## src/rtl/load_use_scoreboard.sv

```systemverilog
// Load-use hazard unit for the 5-stage core. It keeps an in-order FIFO of
// destination registers for loads still waiting on a variable-latency memory.
module load_use_scoreboard #(
  parameter int REG_IDX_W = 5,
  parameter int DEPTH     = 4,
  parameter int CNT_W     = 16
) (
  input  logic                       clk,
  input  logic                       rst_n,
  input  logic                       id_valid,
  input  logic [6:0]                 id_opcode,
  input  logic [REG_IDX_W-1:0]       id_rs1_idx,
  input  logic [REG_IDX_W-1:0]       id_rs2_idx,
  input  logic                       ex_valid,
  input  logic                       ex_mem_read,
  input  logic [REG_IDX_W-1:0]       ex_rd_idx,
  input  logic                       ex_flush,
  input  logic                       mem_resp_valid,
  input  logic                       cnt_clr,
  output logic                       load_use_stall,
  output logic                       sb_full,
  output logic [$clog2(DEPTH+1)-1:0] sb_count,
  output logic [CNT_W-1:0]           stall_cycles,
  output logic                       err_overflow,
  output logic                       err_underflow
);

  localparam int CW = $clog2(DEPTH + 1);
  localparam int PW = (DEPTH > 1) ? $clog2(DEPTH) : 1;
  localparam logic [CW-1:0]    FULL_C  = CW'(DEPTH);
  localparam logic [PW-1:0]    LAST_C  = PW'(DEPTH - 1);
  localparam logic [CNT_W-1:0] CNT_MAX = '1;

  localparam logic [6:0] OP_LUI    = 7'b0110111;
  localparam logic [6:0] OP_AUIPC  = 7'b0010111;
  localparam logic [6:0] OP_JAL    = 7'b1101111;
  localparam logic [6:0] OP_SYSTEM = 7'b1110011;
  localparam logic [6:0] OP_R      = 7'b0110011;
  localparam logic [6:0] OP_S      = 7'b0100011;
  localparam logic [6:0] OP_B      = 7'b1100011;

  logic [REG_IDX_W-1:0] entry_q [DEPTH];
  logic [REG_IDX_W-1:0] entry_d [DEPTH];
  logic [DEPTH-1:0]     valid_q, valid_d;
  logic [PW-1:0]        head_q, head_d, tail_q, tail_d;
  logic [CW-1:0]        count_q, count_d;
  logic [CNT_W-1:0]     cycles_q, cycles_d;
  logic                 ovf_q, ovf_d, unf_q, unf_d;

  logic has_rs1, has_rs2, alloc, pop, push, hit1, hit2;

  function automatic logic [PW-1:0] ptr_inc(input logic [PW-1:0] p);
    return (p == LAST_C) ? '0 : p + 1'b1;
  endfunction

  // Push (alloc) and pop (response) are single-cycle strobes with no
  // back-pressure: alloc is accepted unless full without a same-cycle pop,
  // and a response only retires an entry when one is outstanding.
  assign alloc   = ex_valid & ex_mem_read & ~ex_flush & (ex_rd_idx != '0);
  assign pop     = mem_resp_valid & (count_q != '0);
  assign sb_full = (count_q == FULL_C);
  assign push    = alloc & (~sb_full | pop);

  always_comb begin
    has_rs1 = 1'b1;
    case (id_opcode)
      OP_LUI, OP_AUIPC, OP_JAL, OP_SYSTEM: has_rs1 = 1'b0;
      default: has_rs1 = 1'b1;
    endcase
    has_rs2 = (id_opcode == OP_R) || (id_opcode == OP_S) || (id_opcode == OP_B);
  end

  // The ex term covers the alloc cycle, before the entry is registered.
  always_comb begin
    hit1 = alloc && (id_rs1_idx == ex_rd_idx);
    hit2 = alloc && (id_rs2_idx == ex_rd_idx);
    for (int i = 0; i < DEPTH; i++) begin
      if (valid_q[i] && (entry_q[i] == id_rs1_idx)) hit1 = 1'b1;
      if (valid_q[i] && (entry_q[i] == id_rs2_idx)) hit2 = 1'b1;
    end
    hit1 = hit1 && (id_rs1_idx != '0);
    hit2 = hit2 && (id_rs2_idx != '0);
  end

  assign load_use_stall = rst_n & id_valid & ((has_rs1 & hit1) | (has_rs2 & hit2));

  always_comb begin
    entry_d = entry_q;
    valid_d = valid_q;
    head_d  = head_q;
    tail_d  = tail_q;
    count_d = count_q;
    // Pop before push so a full-with-pop alloc reuses the freed slot.
    if (pop) begin
      valid_d[head_q] = 1'b0;
      head_d          = ptr_inc(head_q);
    end
    if (push) begin
      valid_d[tail_q] = 1'b1;
      entry_d[tail_q] = ex_rd_idx;
      tail_d          = ptr_inc(tail_q);
    end
    case ({push, pop})
      2'b10:   count_d = count_q + 1'b1;
      2'b01:   count_d = count_q - 1'b1;
      default: count_d = count_q;
    endcase
    ovf_d = ovf_q | (alloc & sb_full & ~pop);
    unf_d = unf_q | (mem_resp_valid & (count_q == '0));
    if (cnt_clr)
      cycles_d = '0;
    else if (load_use_stall && (cycles_q != CNT_MAX))
      cycles_d = cycles_q + 1'b1;
    else
      cycles_d = cycles_q;
  end

  always_ff @(posedge clk) begin
    if (!rst_n) begin
      for (int i = 0; i < DEPTH; i++) entry_q[i] <= '0;
      valid_q  <= '0;
      head_q   <= '0;
      tail_q   <= '0;
      count_q  <= '0;
      cycles_q <= '0;
      ovf_q    <= 1'b0;
      unf_q    <= 1'b0;
    end else begin
      entry_q  <= entry_d;
      valid_q  <= valid_d;
      head_q   <= head_d;
      tail_q   <= tail_d;
      count_q  <= count_d;
      cycles_q <= cycles_d;
      ovf_q    <= ovf_d;
      unf_q    <= unf_d;
    end
  end

  assign sb_count      = count_q;
  assign stall_cycles  = cycles_q;
  assign err_overflow  = ovf_q;
  assign err_underflow = unf_q;

endmodule

```

## config.mk

```make
export PLATFORM = sky130hd
export DESIGN_NAME = load_use_scoreboard
export DESIGN_NICKNAME = d
export VERILOG_FILES = /design/src/rtl/load_use_scoreboard.sv
export SDC_FILE = /design/constraint.sdc
export NUM_CORES = 1
export LEC_CHECK = 0
export ABC_AREA = 1
export CORE_MARGIN = 4
export CORE_UTILIZATION = 40
export DETAILED_ROUTE_END_ITERATION = 16
export GPL_TIMING_DRIVEN = 0
export HOLD_SLACK_MARGIN = 0.05
export REMOVE_ABC_BUFFERS = 1
export SLEW_MARGIN = 0
export SYNTH_ARGS = -nofsm -noshare
export SYNTH_HDL_FRONTEND = slang
export SYNTH_SLANG_ARGS = --single-unit
```

## constraint.sdc

```tcl
create_clock -name clk -period 2.1 [get_ports clk]
set_clock_uncertainty 0.15 [all_clocks]
set_input_delay 0.315 -clock clk [delete_from_list [all_inputs] [get_ports clk]]
set_output_delay 0.315 -clock clk [all_outputs]
set_load 0.01 [all_outputs]
```

==> results of run 1 <==
[worst max-delay path: stages, from the launching register on]
cell and delay, ps:
dfxtp_2 340, inv_1 70, nand2_1 70, o21ai_1 60, nor2_1 140, nand3_1 90, nand2_1 70, nor2_1 40
nand2_1 90, nand2_2 90, a21oi_2 110, buf_2 140
[placed cells by master (no fill, tap or decap), types with 6 or more instances in the layout]
| cell | n |
|---|---|
| inv_2 | 18 |
| dfxtp_1 | 34 |
| o21ai_0 | 24 |
| buf_4 | 10 |
| dfxtp_2 | 13 |
| nor2_1 | 64 |
| nand4_1 | 21 |
| clkdlybuf4s50_1 | 32 |
| ha_1 | 9 |
| xnor2_1 | 6 |
| nand2_1 | 164 |
| nand3_1 | 27 |
| inv_1 | 70 |
| o21ai_1 | 6 |
| nor3_1 | 6 |
| clkdlybuf4s15_2 | 10 |
| a21oi_1 | 33 |
[synthesized netlist by cell type (5+ instances only)]
master	count	area share
o21ai_1	6	0.0090
o21ai_0	26	0.039
nand4_1	21	0.040
nand3_1	27	0.041
inv_2	13	0.015
a21oi_1	37	0.056
nor3_1	7	0.011
nand2_1	168	0.19
inv_1	77	0.087
ha_1	10	0.038
clkbuf_1	5	0.0056
dfxtp_1	49	0.30
nor2_1	66	0.075
xnor2_1	6	0.016
buf_2	14	0.021
xor2_1	5	0.013
[cells by family (layout without fill, tap and decap cells)]
group	after synthesis	count (layout)	share of synthesized area
AOI/OAI and AO/OA	76	76	0.119
xor gates and xnor gates	11	11	0.0290
adders and majority gates	11	11	0.0437
buffers and inverters	114	161	0.139
DFF	49	49	0.295
and+or+nand+nor	297	297	0.373
[metal layers]
| layer | vias up | GRT usage |
|---|---|---|
| met1 | 1547 | 0.245 |
| met4 | 0 | 0.0515 |
| li1 | 1838 | - |
| met2 | 62 | 0.324 |
| met3 | 12 | 0.0309 |
| met5 | - | 0 |
[stage by stage]
stage          setup TNS, ps  setup WS [ps]   util  std cells
5_1_grt                -1010           -117  0.527        707
4_1_cts                    0         0.0268  0.510        701
3_3_place_gp          -33390          -1330  0.488        689
3_5_place_dp          -34150          -1340  0.488        689
2_1_floorplan           -327           -230      -        535
6_report                   0           18.4  0.527        707
[where the power goes]
group	switching [W]	internal, W	total (W)
clock network	0.000360	0.000235	0.000595
registers	0.0000282	0.000963	0.000991
logic	0.000252	0.000190	0.000442
total	0.000641	0.00139	0.00203
[state kept, by name, indices dropped and copies added, names as in the netlist]
register	count
valid_q	4
sb_count	3
tail_q	2
head_q	2
stall_cycles	16
entry_q	20
err_overflow	1
err_underflow	1
[worst paths after layout]
| check | depth (start not counted) | start | end |
|---|---|---|---|
| setup reg to reg | 12 | sb_count[0]$_SDFFE_PN0P_ | sb_count[2]$_SDFFE_PN0P_ |
| hold reg to reg | 2 | err_overflow$_SDFF_PN0_ | err_overflow$_SDFF_PN0_ |
| hold / removal | 3 | ex_rd_idx[2] | entry_q[2]$_SDFFE_PN0P_ |
| setup / recovery | 11 | entry_q[13]$_SDFFE_PN0P_ | load_use_stall |
[area by class of cell]
type / count / area (sq um) / area share
Multi-Input combinational cell: 395 / 2010 / 0.483
Inverter: 91 / 347 / 0.0833
Tap cell: 102 / 128 / 0.0307
Clock buffer: 5 / 68.8 / 0.0165
Sequential cell: 49 / 1000 / 0.242
Timing Repair Buffer: 62 / 582 / 0.140
Clock inverter: 3 / 22.5 / 0.00542
[what timing repair did]
action                                  CTS  global route
gates resized for setup                  65            42
setup buffers                             4             6
endpoints found under the setup margin   42            20
pin swaps                                 4            14
==> impl_results.md, run 1 <==
* Top Layer Used: met4
* Max-slew violation count at 0
* Post-synth EDFFs at 0
* Hold WS at 252 ps
* Die height at 99.2 um
* Wl on met1 at 4240 um
* Clock sink total at 49
* # H-tree levels at 2
* First-pass GRT wire length at 15200 um
* Layout fillers at 802
* Crit end category: output port
* Number of diodes at 0
* Arr. time, crit path at 1620 ps
* Post-route cell area at 4160 sq um
* CTS Hold Bufs at 0
* Detailed-routing iteration count for the pre-antenna-repair pass at 4
* Post-route DRC at 0
* Status: completed
* Top-level I/O count at 53
* Final Wtd Congestion at 0.827
* Worst slew margin at 0.406
* Unrepaired setup endpoints after global routing: true
* Die area at 9830 sq um
* Total power at 0.00203 W
* Share of layout cells above drive strength 1 at 0.149
* Endpoints failing setup at 0
* Initial antenna violation count at 0
* MaxCap Viol Count at 0
* Final hold violations at 0
* CTS tree: yes
* Highest Clock Rate at 480 MHz
* Dpl hpwl at 6740 um
* Critical path type: reg2out
* Predominant post-synthesis flop cell: dfxtp_1
* DR vias/cell at 4.89
* Number of synthesized register bits at 49
* Antenna-violating nets left at 0
* Register area share after synthesis at 0.295
* Synth-to-Final Area Change at 25.2%
* CP startpoint kind: register
* Synth unique cells at 32
* Initial Utilization at 0.421
* Bufs on Longest Clock Path at 2
* Vias at 3459
* Vias in the first global route at 3195
* Total gr overflow at 0
* Drt initial violations at 109
* FFs w/ async S/R, synth at 0
* Worst-path clk slew at 100 ps
* Syn Inst Count at 558
* Die W at 99.2 um
* Metal3 WL at 337 um
* Worst-Margin Slew at 890 ps
* Largest net degree at the start of global routing at 31
* Clk Latency, worst-skew pair at 310 ps
* Routed WL at 9180 um
* Yosys Warn Count at 0
* HP Class: in2reg
* Met2 Routed Length at 4450 um
* Total track usage at 0.189
* Port Buffers at 52
* Fin nets at 645
* Critical path peak fanout at 4
* CTS Buf Count at 5
* WP data required at 1630 ps
* Rows at 32
* Power Dens Cells at 488 nW/um^2
* Synthesized cell area at 3320 sq um
* Period Utilization, post-route at 0.991
* WL/cell at 13.0 um
* R2r setup slk at 90 ps
* Min cycle time layout at 2080 ps
* Maximum VDD drop at 0.000266 V
* Mean Syn Cell Area at 5.96 sq um
* Area of the core at 7890 sq um
* Root Driver: clkbuf_8
* Leak pwr at 1.80 nW
* Area of placed instances at 3850 sq um
(Power assumes the default switching activity.)
==> inputs of run 2 (changes only) <==
Settings changed: CORE_MARGIN 4 to 2.
==> impl_results.md, run 2 (synthesized netlist as in run 1, its figures left out) <==
* Status: complete, but fails checks (was completed)
* Violated checks: negative setup slack
* Worst path top cell family by delay: simple AND/OR/NAND/NOR gates (unchanged)
* Final Wtd Congestion at 0.915 (was 0.827)
* Critical path, cell by cell: inv_1 -> nor2_1 -> a21oi_1 -> nand3_1 -> nand2_1 -> nor2_1 -> nand2_1 -> nand2_2 -> a21oi_2 -> buf_2 (was inv_1 -> nand2_1 -> o21ai_1 -> nor2_1 -> nand3_1 -> nand2_1 -> nor2_1 -> nand2_1 -> nand2_2 -> a21oi_2 -> buf_2)
* Vias at 3479 (was 3459)
* Slowest stage delay, CP at 330 ps (was 340 ps)
* DP Worst Slack at -1360 ps (was -1340 ps)
* Clock sink total at 49 (unchanged)
* Largest register by flop count: entry_q (unchanged)
* CP startpoint kind: register (unchanged)
* HP Class: in2reg (unchanged)
* Critical path buffers and inverters at 2 (unchanged)
* # H-tree levels at 2 (unchanged)
* R2r endpoint: sb_count[2]$_SDFFE_PN0P_ (unchanged)
* Largest net degree at the start of global routing at 31 (unchanged)
* Vias in the first global route at 3047 (was 3195)
* Internal power at 0.00140 W (was 0.00139 W)
* Crit end category: output port (unchanged)
* Post-route cell area at 4060 sq um (was 4160 sq um)
* Port Buffers at 52 (unchanged)
* Final worst setup slack at -19.5 ps (was 18.4 ps)
* Die W at 95.2 um (was 99.2 um)
* Total track usage at 0.208 (was 0.189)
* Total gr overflow at 0 (unchanged)
* Routed WL at 9230 um (was 9180 um)
* Setup TNS at -19.5 ps (was 0 ps)
* Dpl hpwl at 6630 um (was 6740 um)
* NetSw at 0.000609 W (was 0.000641 W)
* Arr. time, crit path at 1650 ps (was 1620 ps)
* Power Dens Cells at 496 nW/um^2 (was 488 nW/um^2)
* Root Driver: clkbuf_8 (unchanged)
* Bufs on Longest Clock Path at 2 (unchanged)
* Hold depth at 3 (unchanged)
* Sequential power share at 0.494 (was 0.489)
* Number of diodes at 0 (unchanged)
* Area of the core at 8130 sq um (was 7890 sq um)
* WP data required at 1630 ps (about the same)
* Most frequent cells in the layout: 165 x nand2_1, 72 x inv_1, 64 x nor2_1 (was 164 x nand2_1, 70 x inv_1, 64 x nor2_1)
* Clock share of power at 0.292 (was 0.293)
* First-pass GRT wire length at 14700 um (was 15200 um)
* Worst slew margin at 0.634 (was 0.406)
* Max reg flops at 20 (unchanged)
* Min cycle time layout at 2120 ps (was 2080 ps)
* CTS tree: yes (unchanged)
* Synth-to-Final Area Change at 22.2% (was 25.2%)
* Max-slew violation count at 0 (unchanged)
* Worst Hold End: entry_q[3]$_SDFFE_PN0P_ (was entry_q[2]$_SDFFE_PN0P_)
* Most common cell after layout, fill and taps aside: nand2_1 (unchanged)
* Unrepaired setup endpoints after global routing: true (unchanged)
* DR vias/cell at 4.93 (was 4.89)
* Area of placed instances at 3850 sq um (about the same)
* Hold_sp: ex_rd_idx[3] (was ex_rd_idx[2])
* Total power at 0.00201 W (was 0.00203 W)
* CTS Buf Count at 5 (unchanged)
* Final hold violations at 0 (unchanged)
* Layout fillers at 868 (was 802)
* Antenna-violating nets left at 0 (unchanged)
* Reg2reg start: sb_count[0]$_SDFFE_PN0P_ (unchanged)
* R2r setup slk at 70 ps (was 90 ps)
* Sw frac at 0.302 (was 0.316)
* Share of layout cells above drive strength 1 at 0.132 (was 0.149)
* Hold WS at 266 ps (was 252 ps)
* Highest Clock Rate at 472 MHz (was 480 MHz)
* CTS Hold Bufs at 0 (unchanged)
* Reg2reg path depth at 12 (unchanged)
* Period Utilization, post-route at 1.01 (was 0.991)
* Combinational Power Share at 0.214 (was 0.218)
* Slowest CP cell: dfxtp_2 (unchanged)
* Fin nets at 641 (was 645)
* Worst-Margin Slew at 549 ps (was 890 ps)
* Leak pwr at 1.76 nW (was 1.80 nW)
* Critical path peak fanout at 4 (unchanged)
* Clk Latency, worst-skew pair at 300 ps (was 310 ps)
* Top-level I/O count at 53 (unchanged)
* Detailed-routing iteration count for the pre-antenna-repair pass at 4 (unchanged)
* Worst-path clk slew at 90 ps (was 100 ps)
* Die height at 95.2 um (was 99.2 um)
* Post-route DRC at 0 (unchanged)
* Initial Utilization at 0.409 (was 0.421)
* Drt initial violations at 188 (was 109)
* Maximum VDD drop at 0.000269 V (was 0.000266 V)
* MaxCap Viol Count at 0 (unchanged)
* Critical path type: reg2out (unchanged)
* Rows at 33 (was 32)
* Initial antenna violation count at 0 (unchanged)
* Endpoints failing setup at 1 (was 0)
* WL/cell at 13.1 um (was 13.0 um)
* Die area at 9050 sq um (was 9830 sq um)
run 2: cell types whose count changed in the layout (fill, tap and decap cells not counted), sizes merged:
cell / previous run / this run
dlygate4sd2: 3 / 1
clkinvlp: 3 / 2
clkdlybuf4s50: 32 / 33
inv: 90 / 89
dlymetal6s2s: 1 / 2
clkbuf: 9 / 19
buf: 11 / 7
clkdlybuf4s15: 11 / 2
run 2: stage by stage:
step,util,instances
after detailed placement,0.474,692
final,0.499,705
after global routing,0.499,705
after CTS,0.488,701
after global placement,0.474,692
after floorplan,-,535
run 2: worst max-delay path by stage:
stage | start | end | slack (ps) | cells past startpoint
after detailed placement | rst_n | stall_cycles[14]$_SDFFE_PP0P_ | -1360 | 5
after CTS | ex_valid | load_use_stall | -210 | 10
after global placement | rst_n | stall_cycles[1]$_SDFFE_PP0P_ | -1370 | 5
final | entry_q[17]$_SDFFE_PN0P_ | load_use_stall | -20 | 10
after global routing | id_opcode[0] | load_use_stall | -130 | 8
after floorplan | sb_count[2]$_SDFFE_PN0P_ | sb_count[2]$_SDFFE_PN0P_ | -230 | 13
run 2: repair_timing:
item                                    CTS  global route
pin swaps                                 2            10
setup buffers                             2             4
endpoints found under the setup margin   32            20
gates resized for setup                  31            66
run 2: power by group through the flow:
| stage | Combinational [W] | Clock [W] | Sequential, W |
|---|---|---|---|
| after global placement | 0.000387 | 0 | 0.00101 |
| after CTS | 0.000392 | 0.000624 | 0.000990 |
| final | 0.000431 | 0.000588 | 0.000994 |
| after detailed placement | 0.000392 | 0 | 0.00101 |
| after global routing | 0.000478 | 0.000667 | 0.000999 |
| after floorplan | 0.000210 | 0 | 0.00101 |
run 2: cell type report:
cell class	count	area, sq um	share of cell area
multi-input cells	395	1990	0.490
flip-flops and latches	49	1000	0.247
repair buffers	58	502	0.124
inverters	91	345	0.0851
well taps	105	131	0.0324
clock buffers	6	82.6	0.0203
clock inverters	1	7.51	0.00185
run 2: worst reg2reg max path, delay by kind of cell, from the launching register on:
| kind | cells | cell delay [ps] |
|---|---|---|
| fa+ha+maj | 2 | 500 |
| compound gates | 4 | 390 |
| flops | 1 | 370 |
| simple gates | 3 | 310 |
| buf+inv | 3 | 200 |
run 2: per-layer routing:
metal | vias to the layer above | part of all wire | GRT usage
met4 | 0 | 0.011 | 0.0483
met2 | 56 | 0.48 | 0.341
met1 | 1591 | 0.48 | 0.289
met3 | 8 | 0.032 | 0.0292
li1 | 1824 | - | -
met5 | - | 0 | 0
==> inputs of run 3 (changes only) <==
Settings changed: CORE_MARGIN 2 to default, GPL_ROUTABILITY_DRIVEN from default to 0.
==> impl_results.md, run 3 (synthesized netlist as in run 1, its figures left out) <==
* Hold depth at 3 (unchanged)
* Die W at 93.2 um (was 95.2 um)
* Worst-path clk slew at 100 ps (was 90 ps)
* Met2 Routed Length at 4380 um (was 4390 um)
* Routed WL at 8780 um (was 9230 um)
* WP data required at 1630 ps (about the same)
* Area of placed instances at 3850 sq um (about the same)
* MaxCap Viol Count at 0 (unchanged)
* Number of diodes at 0 (unchanged)
* Total gr overflow at 0 (unchanged)
* Max-slew violation count at 0 (unchanged)
* Largest net degree at the start of global routing at 31 (unchanged)
* Arr. time, crit path at 1610 ps (was 1650 ps)
* Initial Utilization at 0.421 (was 0.409)
* Post-route cell area at 4110 sq um (was 4060 sq um)
* Rows at 32 (was 33)
* DR vias/cell at 4.93 (about the same)
* Port Buffers at 52 (unchanged)
* CP startpoint kind: input port (was register)
* FF/Latch Area at 1000 sq um (about the same)
* Top-level I/O count at 53 (unchanged)
* Area occupied by multi-input gates at 2000 sq um (was 1990 sq um)
* Leak pwr at 1.76 nW (about the same)
* Die area at 8680 sq um (was 9050 sq um)
* Initial antenna violation count at 0 (unchanged)
* Maximum VDD drop at 0.000243 V (was 0.000269 V)
* Most frequent cells in the layout: 164 x nand2_1, 70 x inv_1, 61 x nor2_1 (was 165 x nand2_1, 72 x inv_1, 64 x nor2_1)
* Placed cells at 689 (was 692)
* Unrepaired setup endpoints after global routing: true (unchanged)
* R2r setup slk at 50 ps (was 70 ps)
* Die height at 93.2 um (was 95.2 um)
* Fin nets at 641 (unchanged)
* Final hold violations at 0 (unchanged)
* DP Worst Slack at -1350 ps (was -1360 ps)
* # H-tree levels at 2 (unchanged)
* Vias at 3463 (was 3479)
* Root Driver: clkbuf_8 (unchanged)
* Detailed-routing iteration count for the pre-antenna-repair pass at 4 (unchanged)
* Final worst setup slack at 20.7 ps (was -19.5 ps)
* CTS tree: yes (unchanged)
* Hold WS at 254 ps (was 266 ps)
* Critical path peak fanout at 3 (was 4)
* Wl on met1 at 3920 um (was 4440 um)
* Synth-to-Final Area Change at 23.7% (was 22.2%)
* WL/cell at 12.5 um (was 13.1 um)
* Period Utilization, post-route at 0.990 (was 1.01)
* Endpoints failing setup at 0 (was 1)
* Metal3 WL at 412 um (was 297 um)
* Total track usage at 0.215 (was 0.208)
* Drt initial violations at 104 (was 188)
* Power Dens Cells at 481 nW/um^2 (was 496 nW/um^2)
* HP Class: in2reg (unchanged)
* Clock sink total at 49 (unchanged)
* Reg2reg path depth at 13 (was 12)
* Non-Filler Instances at 703 (was 705)
* Clk Latency, worst-skew pair at 300 ps (about the same)
* Max reg flops at 20 (unchanged)
* Dpl hpwl at 6520 um (was 6630 um)
* Worst-Margin Slew at 529 ps (was 549 ps)
* Layout fillers at 813 (was 868)
* Min cycle time layout at 2080 ps (was 2120 ps)
* Worst slew margin at 0.647 (was 0.634)
* Highest Clock Rate at 481 MHz (was 472 MHz)
* Top Layer Used: met4 (unchanged)
* CTS Buf Count at 5 (unchanged)
* Share of layout cells above drive strength 1 at 0.148 (was 0.132)
* Status: completed (was complete, but fails checks)
* Most common cell after layout, fill and taps aside: nand2_1 (unchanged)
* Antenna-violating nets left at 0 (unchanged)
* Setup TNS at 0 ps (was -19.5 ps)
* Largest register by flop count: entry_q (unchanged)
* Critical path type: in2out (was reg2out)
* Crit end category: output port (unchanged)
* Vias in the first global route at 3194 (was 3047)
* Bufs on Longest Clock Path at 2 (unchanged)
* CTS Hold Bufs at 0 (unchanged)
* First-pass GRT wire length at 14700 um (about the same)
* Area of the core at 7890 sq um (was 8130 sq um)
* Post-route DRC at 0 (unchanged)
-- run 3: cell count changes in the layout (fill, tap and decap cells not counted), moves of 3 or more --
cell,before,now
clkdlybuf4s15_2,2,9
dfxtp_2,11,16
nor2_2,1,4
clkbuf_2,13,4
nor2_1,64,61
dfxtp_1,36,32
-- run 3: worst paths after layout --
check / startpoint / to
min reg2reg: err_underflow$_SDFF_PN0_ / err_underflow$_SDFF_PN0_
max reg2reg: sb_count[2]$_SDFFE_PN0P_ / sb_count[2]$_SDFFE_PN0P_
min: ex_rd_idx[3] / entry_q[3]$_SDFFE_PN0P_
max: ex_flush / load_use_stall
-- run 3: stage by stage --
step | util | total power (W)
floorplan | - | 0.00122
finish | 0.521 | 0.00198
CTS | 0.507 | 0.00200
detailed placement | 0.488 | 0.00140
global placement | 0.488 | 0.00139
global route | 0.521 | 0.00210
-- run 3: where the power goes --
| part | switching (W) | total (W) | internal (W) |
|---|---|---|---|
| clock network | 0.000340 | 0.000574 | 0.000234 |
| registers | 0.0000289 | 0.000991 | 0.000962 |
| logic | 0.000243 | 0.000410 | 0.000168 |
| total | 0.000612 | 0.00198 | 0.00136 |
-- run 3: layout make-up --
type | instances | share of cell area
inverter | 91 | 0.0840
sequential | 49 | 0.244
timing repair buffer | 58 | 0.132
clock buffer | 5 | 0.0167
clock inverter | 3 | 0.00548
multi-input combinational | 395 | 0.486
tap | 102 | 0.0310
-- run 3: critical path, cell delays in order --
cell and delay, ps:
clkdlybuf4s50_1 390, nor2_1 80, nand2_1 100, inv_2 90, nand4_1 140, nand2_1 130
nand2_2 70, a21oi_2 140, buf_2 140
-- run 3: per-layer routing --
layer / up-vias / GRT usage
met5: - / 0
met4: 0 / 0.0500
met3: 6 / 0.0293
met2: 66 / 0.390
met1: 1565 / 0.267
li1: 1826 / -
-- run 3: what timing repair did --
action / CTS / global route
pin swaps: 10 / 13
buffers inserted: 3 / 3
gates resized for setup: 68 / 46
endpoints found under the setup margin: 40 / 21
